**config.mk**
```make
export PLATFORM = sky130hd
export DESIGN_NAME = trap_controller
export DESIGN_NICKNAME = d
export VERILOG_FILES = /design/src/rtl/trap_controller.sv
export SDC_FILE = /design/constraint.sdc
export NUM_CORES = 1
export LEC_CHECK = 0
export ABC_AREA = 1
export CAP_MARGIN = 25
export CORE_AREA = 4 4 139 141
export CTS_CLUSTER_SIZE = 16
export DETAILED_ROUTE_END_ITERATION = 6
export DIE_AREA = 0 0 143 145
export GPL_TIMING_DRIVEN = 1
export PLACE_DENSITY = 0.71
export SLEW_MARGIN = 30
export SYNTH_ARGS = -nofsm -noshare
export SYNTH_HDL_FRONTEND = slang
export SYNTH_SLANG_ARGS = --single-unit
```
**constraint.sdc**
```tcl
create_clock -name i_clk -period 2.45 [get_ports i_clk]
set_input_delay 0.49 -clock i_clk [delete_from_list [all_inputs] [get_ports i_clk]]
set_output_delay 0.49 -clock i_clk [all_outputs]
set_load 0.01 [all_outputs]
```
**src/rtl/trap_controller.sv**
```systemverilog
// trap_controller: machine-mode trap entry and MRET sequencer; sole driver of csr_file trap/mret strobes.
// Optional WFI sleep support is compiled in when TRAP_WFI_EN is defined.
module trap_controller #(
    parameter int XLEN = 32
) (
    input  logic            i_clk,
    input  logic            i_rst,
    input  logic            i_mstatus_mie,
    input  logic [XLEN-1:0] i_mie,
    input  logic [2:0]      i_interrupts,      // packed as {meip, mtip, msip}
    input  logic [XLEN-1:0] i_mtvec,
    input  logic [XLEN-1:0] i_mepc,
    input  logic            i_exception_valid,
    input  logic [XLEN-1:0] i_exception_cause,
    input  logic [XLEN-1:0] i_exception_pc,
    input  logic [XLEN-1:0] i_exception_tval,
    input  logic            i_mret,
    input  logic            i_wfi,
    input  logic            i_pipeline_idle,
    input  logic [XLEN-1:0] i_resume_pc,
    output logic            o_stall,
    output logic            o_flush,
    output logic            o_redirect_valid,
    output logic [XLEN-1:0] o_redirect_pc,
    output logic            o_trap_taken,
    output logic [XLEN-1:0] o_trap_pc,
    output logic [XLEN-1:0] o_trap_cause,
    output logic [XLEN-1:0] o_trap_value,
    output logic            o_mret_taken,
    output logic            o_wfi_sleep
);

    // state   | meaning
    // IDLE    | normal execution, arbitrate exception > MRET > interrupt > WFI
    // DRAIN   | fetch stalled, waiting for in-flight instructions to retire
    // TRAP    | one-cycle trap-entry strobe, flush and redirect to mtvec
    // MRET    | one-cycle MRET strobe, flush and redirect to mepc
    // SLEEP   | WFI sleep until any locally enabled interrupt is pending
    typedef enum logic [2:0] {
        S_IDLE  = 3'd0,
        S_DRAIN = 3'd1,
        S_TRAP  = 3'd2,
        S_MRET  = 3'd3,
        S_SLEEP = 3'd4
    } state_t;

    state_t state_q, state_d;

    logic [XLEN-1:0] trap_pc_q, trap_pc_d;
    logic [XLEN-1:0] trap_cause_q, trap_cause_d;
    logic [XLEN-1:0] trap_value_q, trap_value_d;

    logic [XLEN-1:0] mip;
    logic [XLEN-1:0] pend;
    logic            irq_any;
    logic            irq_req;
    logic [3:0]      irq_code;
    logic [XLEN-1:0] irq_cause;

    always_comb begin
        mip     = '0;
        mip[3]  = i_interrupts[0];
        mip[7]  = i_interrupts[1];
        mip[11] = i_interrupts[2];
    end

    assign pend    = mip & i_mie;
    assign irq_any = |pend;
    assign irq_req = i_mstatus_mie & irq_any;

    // MSI deliberately outranks MTI even though its code is lower.
    always_comb begin
        if (pend[11]) begin
            irq_code = 4'd11;
        end else if (pend[3]) begin
            irq_code = 4'd3;
        end else begin
            irq_code = 4'd7;
        end
    end

    assign irq_cause = {1'b1, {(XLEN-5){1'b0}}, irq_code};

`ifdef TRAP_WFI_EN
    logic unused_ok;
    assign unused_ok = ^i_mtvec[1:0];
`else
    logic unused_ok;
    assign unused_ok = ^{i_mtvec[1:0], i_wfi};
`endif

    always_ff @(posedge i_clk) begin
        if (i_rst) begin
            state_q      <= S_IDLE;
            trap_pc_q    <= '0;
            trap_cause_q <= '0;
            trap_value_q <= '0;
        end else begin
            state_q      <= state_d;
            trap_pc_q    <= trap_pc_d;
            trap_cause_q <= trap_cause_d;
            trap_value_q <= trap_value_d;
        end
    end

    always_comb begin
        state_d      = state_q;
        trap_pc_d    = trap_pc_q;
        trap_cause_d = trap_cause_q;
        trap_value_d = trap_value_q;
        case (state_q)
            S_IDLE: begin
                if (i_exception_valid) begin
                    trap_pc_d    = i_exception_pc;
                    trap_cause_d = i_exception_cause;
                    trap_value_d = i_exception_tval;
                    state_d      = S_TRAP;
                end else if (i_mret) begin
                    state_d = S_MRET;
                end else if (irq_req) begin
                    state_d = S_DRAIN;
                end
`ifdef TRAP_WFI_EN
                else if (i_wfi) begin
                    state_d = S_SLEEP;
                end
`endif
            end
            S_DRAIN: begin
                // A draining instruction's exception wins; the interrupt is retaken afterwards.
                if (i_exception_valid) begin
                    trap_pc_d    = i_exception_pc;
                    trap_cause_d = i_exception_cause;
                    trap_value_d = i_exception_tval;
                    state_d      = S_TRAP;
                end else if (!irq_req) begin
                    state_d = S_IDLE;
                end else if (i_pipeline_idle) begin
                    trap_pc_d    = i_resume_pc;
                    trap_cause_d = irq_cause;
                    trap_value_d = '0;
                    state_d      = S_TRAP;
                end
            end
            S_TRAP:  state_d = S_IDLE;
            S_MRET:  state_d = S_IDLE;
            S_SLEEP: begin
                // Wake ignores global MIE; without it the WFI simply retires as a NOP.
                if (irq_any) begin
                    state_d = irq_req ? S_DRAIN : S_IDLE;
                end
            end
            default: state_d = S_IDLE;
        endcase
    end

    always_comb begin
        o_stall          = 1'b0;
        o_flush          = 1'b0;
        o_redirect_valid = 1'b0;
        o_redirect_pc    = '0;
        o_trap_taken     = 1'b0;
        o_mret_taken     = 1'b0;
        o_wfi_sleep      = 1'b0;
        if (!i_rst) begin
            case (state_q)
                S_IDLE: begin
                    o_stall = irq_req & ~i_exception_valid & ~i_mret;
                end
                S_DRAIN: begin
                    o_stall = 1'b1;
                end
                S_TRAP: begin
                    o_trap_taken     = 1'b1;
                    o_flush          = 1'b1;
                    o_redirect_valid = 1'b1;
                    o_redirect_pc    = {i_mtvec[XLEN-1:2], 2'b00};
                end
                S_MRET: begin
                    o_mret_taken     = 1'b1;
                    o_flush          = 1'b1;
                    o_redirect_valid = 1'b1;
                    o_redirect_pc    = i_mepc;
                end
                S_SLEEP: begin
                    o_stall = 1'b1;
`ifdef TRAP_WFI_EN
                    o_wfi_sleep = 1'b1;
`endif
                end
                default: ;
            endcase
        end
    end

    assign o_trap_pc    = trap_pc_q;
    assign o_trap_cause = trap_cause_q;
    assign o_trap_value = trap_value_q;

endmodule
```
After elaboration in Yosys (flattened, before gate mapping):

Index checks and enable logic that the tools add are counted.

* flip-flop bits (word level): 99
* bits of input ports: 234

* eq/ne operators: 10
* mux-type cells: 36
* bitwise logic cells: 6
* reduce and logical (&&, ||, !) cells: 7

Operators with widths (count)
* two-way mux 32 bit: 13
* one-hot mux 32 bit (2 select lines): 4
* bitwise AND 12 x 32 -> 32 bit: 1
* OR reduction 32 bit: 1
* two-way mux 3 bit: 8
* one-hot mux 3 bit (3 select lines): 1
* two-way mux 1 bit: 8
* != test 4 bit (second input constant): 2
* equality test 3 x 2 -> 1 bit (second input constant): 2
* != test 3 bit (second input constant): 2
* two-way mux 4 bit: 1
* != test 2 bit (second input constant): 2
* AND reduction 4 bit: 1
* OR reduction 2 bit: 2
* bitwise AND 1 bit: 3
* equality test 3 x 1 -> 1 bit (second input constant): 1
* equality test 3 bit (second input constant): 1
* logical NOT 3 bit: 1
* AND reduction 3 bit: 1
* inverter 1 bit: 2
* one-hot mux 1 bit (2 select lines): 1
* nonzero test 2 bit: 1

Logic depth before layout (Yosys ltp):

* depth in word-level cells: 7
* mapped depth: 9
* gate-level depth less buffers: 8

Worst setup path before layout:

OpenSTA, ideal clock, no wires.

* path kind: input -> output
* start point: input i_rst
* end point: output o_redirect_pc[22]
* arrival time: 1394 ps
* path slack: 566 ps
* stages: 5
* path buffers: 1
* cell sequence: nor2_1 > nand2_1 > inv_1 > buf_2 > a22o_1

* cells in the longest elaborated chain, start to end: 1

RTL lines
* from (decl): line 7 `input logic i_rst,`
* two-way mux 32 bit: line 165 `if (!i_rst) begin`
* to (decl): line 24 `output logic [XLEN-1:0] o_redirect_pc,`

Every way passes these cells.

Final worst setup path:

* start point: input i_rst
* end point: output o_redirect_pc[1]

The elaborated chain is that of the path after synthesis.

==> impl_metrics.xml <==
<?xml version="1.0" encoding="UTF-8"?>
<metrics>
  <group name="synthesis">
    <metric name="sequential_cell_area_fraction_in_the_yosys_report" unit="%">34.7</metric>
    <metric name="ys_top_cells_by_count" unit="">sky130_fd_sc_hd__nand2_1 (274), sky130_fd_sc_hd__nor2_1 (208), sky130_fd_sc_hd__inv_1 (111)</metric>
    <metric name="synth_cells" unit="">957</metric>
    <metric name="synth.largest_area_cell" unit="">sky130_fd_sc_hd__dfxtp_1</metric>
    <metric name="synthesis.yosys.warnings" unit="">0</metric>
    <metric name="synth_mux_area_share" unit="%">0</metric>
    <metric name="synth_top_family_by_area" unit="">simple AND/OR/NAND/NOR gates</metric>
    <metric name="synthesis.area_per_instance" unit="sq um">5.90</metric>
    <metric name="number_of_enable_flip_flop_cells_after_synthesis" unit="">0</metric>
    <metric name="synth-compound-area-share" unit="%">13.4</metric>
    <metric name="post_synth_xor_area_fraction" unit="%">0</metric>
    <metric name="synthesis_stage_register_bit_count" unit="">98</metric>
    <metric name="post_synth_instance_area" unit="sq mm">0.00565</metric>
    <metric name="synth_area_leaders" unit="">sky130_fd_sc_hd__dfxtp_1 (35%), sky130_fd_sc_hd__nand2_1 (18%), sky130_fd_sc_hd__nor2_1 (14%)</metric>
    <metric name="synth.most_common_cell" unit="">sky130_fd_sc_hd__nand2_1</metric>
    <metric name="synth_top_area_share" unit="%">34.7</metric>
    <metric name="synth_top_flop_cell" unit="">sky130_fd_sc_hd__dfxtp_1</metric>
    <metric name="yosys.cell_types.count" unit="">21</metric>
    <metric name="synth_async_sr_flop_share" unit="%">0</metric>
    <metric name="simple_gate_area_share_of_the_yosys_netlist" unit="%">38.0</metric>
    <metric name="net_count_after_synthesis" unit="">1191</metric>
    <metric name="adder_and_majority_cell_fraction_of_the_synthesized_area" unit="%">0</metric>
  </group>
  <group name="cts">
    <metric name="ctsHoldBuffers" unit="">0</metric>
    <metric name="cts_num_sinks" unit="">98</metric>
    <metric name="cts.reportedPaths.clkPinSlew" unit="ps">70</metric>
    <metric name="htreeDepth" unit="">3</metric>
    <metric name="cts_tree" unit="">yes</metric>
    <metric name="clock_insertion_delay_worst_skew" unit="ps">350</metric>
    <metric name="cts-root-to-sink-buffers" unit="">2</metric>
    <metric name="cts_root_buf" unit="">sky130_fd_sc_hd__clkbuf_16</metric>
    <metric name="cts_buffers" unit="">9</metric>
  </group>
  <group name="setup_path">
    <metric name="critical_path.n_buffers_inverters" unit="">3</metric>
    <metric name="crit_slowest_cell" unit="">sky130_fd_sc_hd__clkdlybuf4s50_1</metric>
    <metric name="critPathRequiredTime" unit="ps">1960</metric>
    <metric name="crit_path_cell_trace" unit="">dlygate4sd2_1, nor2_4, nand2_1, buf_4, nor2_1, clkdlybuf4s50_1</metric>
    <metric name="cp_data_arrival_time" unit="ps">1850</metric>
    <metric name="endpoint_kind" unit="">output pin</metric>
    <metric name="setup.worst_path.start_class" unit="">input port</metric>
    <metric name="crit_path_kind" unit="">input port to output pin</metric>
    <metric name="critical_path.top_delay_family" unit="">buffers and inverters</metric>
    <metric name="cp_max_fo" unit="">4</metric>
    <metric name="critical_path.max_stage_delay" unit="ps">610</metric>
  </group>
  <group name="floorplan">
    <metric name="fp.coreArea" unit="sq mm">0.0180</metric>
    <metric name="num_io_pins" unit="">368</metric>
    <metric name="rows" unit="">49</metric>
    <metric name="chipWidth" unit="um">143</metric>
    <metric name="floorplan.die_area" unit="sq mm">0.0207</metric>
    <metric name="initial_utilization" unit="%">31.5</metric>
    <metric name="die_y" unit="um">145</metric>
  </group>
  <group name="route">
    <metric name="finalWirelength" unit="mm">22.5</metric>
    <metric name="detail_route.drc_violations" unit="">0</metric>
    <metric name="vias" unit="">6691</metric>
    <metric name="antenna_left" unit="">0</metric>
    <metric name="wl_per_cell" unit="um">15.0</metric>
    <metric name="vias_per_cell" unit="">4.45</metric>
    <metric name="drtPass1Iterations" unit="">4</metric>
    <metric name="drt_iter0_drc" unit="">278</metric>
  </group>
  <group name="timing">
    <metric name="final_slew_violations" unit="">0</metric>
    <metric name="timing.final.crit_share" unit="%">95.4</metric>
    <metric name="final.min_clock_period" unit="ps">2340</metric>
    <metric name="finalClockSkew" unit="ps">7.26</metric>
    <metric name="setup_viol" unit="">0</metric>
    <metric name="hold_violations" unit="">0</metric>
    <metric name="hold-worst-slack" unit="ps">478</metric>
    <metric name="rsz0062_at_grt" unit="">false</metric>
    <metric name="setup_tns" unit="ps">0</metric>
    <metric name="achievable-frequency" unit="MHz">428</metric>
  </group>
  <group name="placement">
    <metric name="place_hpwl" unit="mm">16.8</metric>
    <metric name="gp_congestion" unit="">0.828</metric>
    <metric name="io_buffer_count" unit="">334</metric>
  </group>
  <group name="outcome">
    <metric name="status" unit="">complete, no violations</metric>
  </group>
  <group name="power">
    <metric name="p_leak" unit="nW">4.94</metric>
    <metric name="power.ir.vdd_worst" unit="uV">444</metric>
    <metric name="power.density" unit="mW/mm^2">541</metric>
  </group>
  <group name="grt">
    <metric name="grt.total_usage" unit="%">20.8</metric>
    <metric name="pin_count_of_the_biggest_net_entering_global_routing" unit="">98</metric>
    <metric name="first_global_vias" unit="">6230</metric>
    <metric name="grt_antenna_before_repair" unit="">3</metric>
    <metric name="wire_length_of_the_first_global_routing_pass" unit="mm">34.1</metric>
    <metric name="grt_overflow" unit="">0</metric>
  </group>
  <group name="finish">
    <metric name="drive_above_1_share" unit="%">5.19</metric>
    <metric name="final_nets" unit="">1501</metric>
    <metric name="syn2layout_area_growth" unit="%">72.0</metric>
  </group>
  <group name="flow_run">
    <metric name="max-cap-violations" unit="">0</metric>
  </group>
  <group name="hold_path">
    <metric name="worst_hold_path_type" unit="">flop to flop</metric>
  </group>
</metrics>
==> through the flow <==
stage	total power, mW	setup slack [ps]	instances	utilization, %	area (sq um)
2_1_floorplan	2.82	566	957	-	5650
6_report	5.26	113	1503	54.1	9720
3_5_place_dp	3.81	-383	1481	51.6	9270
5_1_grt	5.59	22.2	1503	54.1	9720
4_1_cts	5.33	30.7	1501	53.8	9660
3_3_place_gp	3.79	-306	1481	51.6	9270
==> power by group <==
part / internal (mW) / total, mW / switching [mW] / leakage (nW)
combinational: 0.993 / 1.89 / 0.901 / 3.98
sequential: 1.78 / 1.87 / 0.0919 / 0.811
clock: 0.831 / 1.49 / 0.658 / 0.150
total: 3.61 / 5.26 / 1.65 / 4.94
==> cell usage in the layout, fill, tap and decap left out, types with 2 or more instances in the layout <==
master | netlist | layout
sky130_fd_sc_hd__or2_2 | 3 | 3
sky130_fd_sc_hd__o21ai_0 | 4 | 4
sky130_fd_sc_hd__clkdlybuf4s15_1 | 0 | 7
sky130_fd_sc_hd__dlygate4sd2_1 | 0 | 9
sky130_fd_sc_hd__nand3_1 | 60 | 59
sky130_fd_sc_hd__nor2_4 | 0 | 2
sky130_fd_sc_hd__clkdlybuf4s50_1 | 0 | 300
sky130_fd_sc_hd__inv_6 | 0 | 2
sky130_fd_sc_hd__diode_2 | 0 | 2
sky130_fd_sc_hd__clkinv_4 | 0 | 2
sky130_fd_sc_hd__dlymetal6s2s_1 | 0 | 18
sky130_fd_sc_hd__inv_2 | 3 | 4
sky130_fd_sc_hd__a22o_1 | 30 | 30
sky130_fd_sc_hd__dfxtp_1 | 98 | 98
sky130_fd_sc_hd__buf_12 | 0 | 8
sky130_fd_sc_hd__inv_1 | 111 | 109
sky130_fd_sc_hd__nand2_1 | 274 | 273
sky130_fd_sc_hd__buf_4 | 6 | 25
sky130_fd_sc_hd__a21oi_1 | 90 | 90
sky130_fd_sc_hd__bufbuf_16 | 0 | 2
sky130_fd_sc_hd__nand2_2 | 2 | 2
sky130_fd_sc_hd__clkbuf_16 | 0 | 9
sky130_fd_sc_hd__nor2_1 | 208 | 207
==> worst paths after layout <==
path                                  from                            end  slack, ps  cells past startpoint
min reg2reg  o_trap_value[30]$_SDFFE_PP0P_  o_trap_value[30]$_SDFFE_PP0P_        480                      2
min          o_trap_value[30]$_SDFFE_PP0P_  o_trap_value[30]$_SDFFE_PP0P_        480                      2
max reg2reg        state_q[1]$_SDFFE_PP0P_     o_trap_pc[27]$_SDFFE_PP0P_        710                      8
max                                  i_rst               o_redirect_pc[1]        110                      6
==> layer usage <==
| layer | wire length [um] | GRT usage, % | share of wire, % |
|---|---|---|---|
| met1 | 8350 | 21.8 | 37 |
| met2 | 11200 | 37.4 | 50 |
| met3 | 2300 | 7.77 | 10 |
| met4 | 716 | 8.32 | 3.2 |
| met5 | 8 | 0 | 0.035 |
==> worst reg2reg max path, stage by stage, from the launching register on <==
cell,delay (ps)
sky130_fd_sc_hd__dfxtp_1,310
sky130_fd_sc_hd__buf_4,160
sky130_fd_sc_hd__nor2_4,280
sky130_fd_sc_hd__nand2_1,150
sky130_fd_sc_hd__o21ai_4,130
sky130_fd_sc_hd__buf_12,310
sky130_fd_sc_hd__nand3_1,170
sky130_fd_sc_hd__nand2_1,80
sky130_fd_sc_hd__nor2_1,40
==> layout make-up <==
cell class,count,area [sq um]
Fill cell,1776,8250
Sequential cell,98,1960
Timing Repair Buffer,369,3790
Inverter,114,430
Clock inverter,6,72.6
Clock buffer,10,239
Tap cell,229,287
Antenna cell,2,5.00
Multi-Input combinational cell,675,2930
==> flip-flops by register name (all words and copies together), names as in the netlist <==
name	flops
o_trap_cause	32
o_trap_pc	32
o_trap_value	32
state_q	2
==> cell families (layout without fill, tap and decap cells) <==
family / Yosys count / count (layout)
other cells: 1 / 3
simple gates: 548 / 548
flops: 98 / 98
compound gates: 126 / 126
buf+inv: 184 / 499
==> what timing repair did <==
| item | CTS | global route |
|---|---|---|
| gates cloned | 2 | 0 |
| setup endpoints to repair | 35 | 44 |
| resized for setup | 27 | 22 |
| buffers inserted | 2 | 0 |
(Power assumes the default switching activity.)
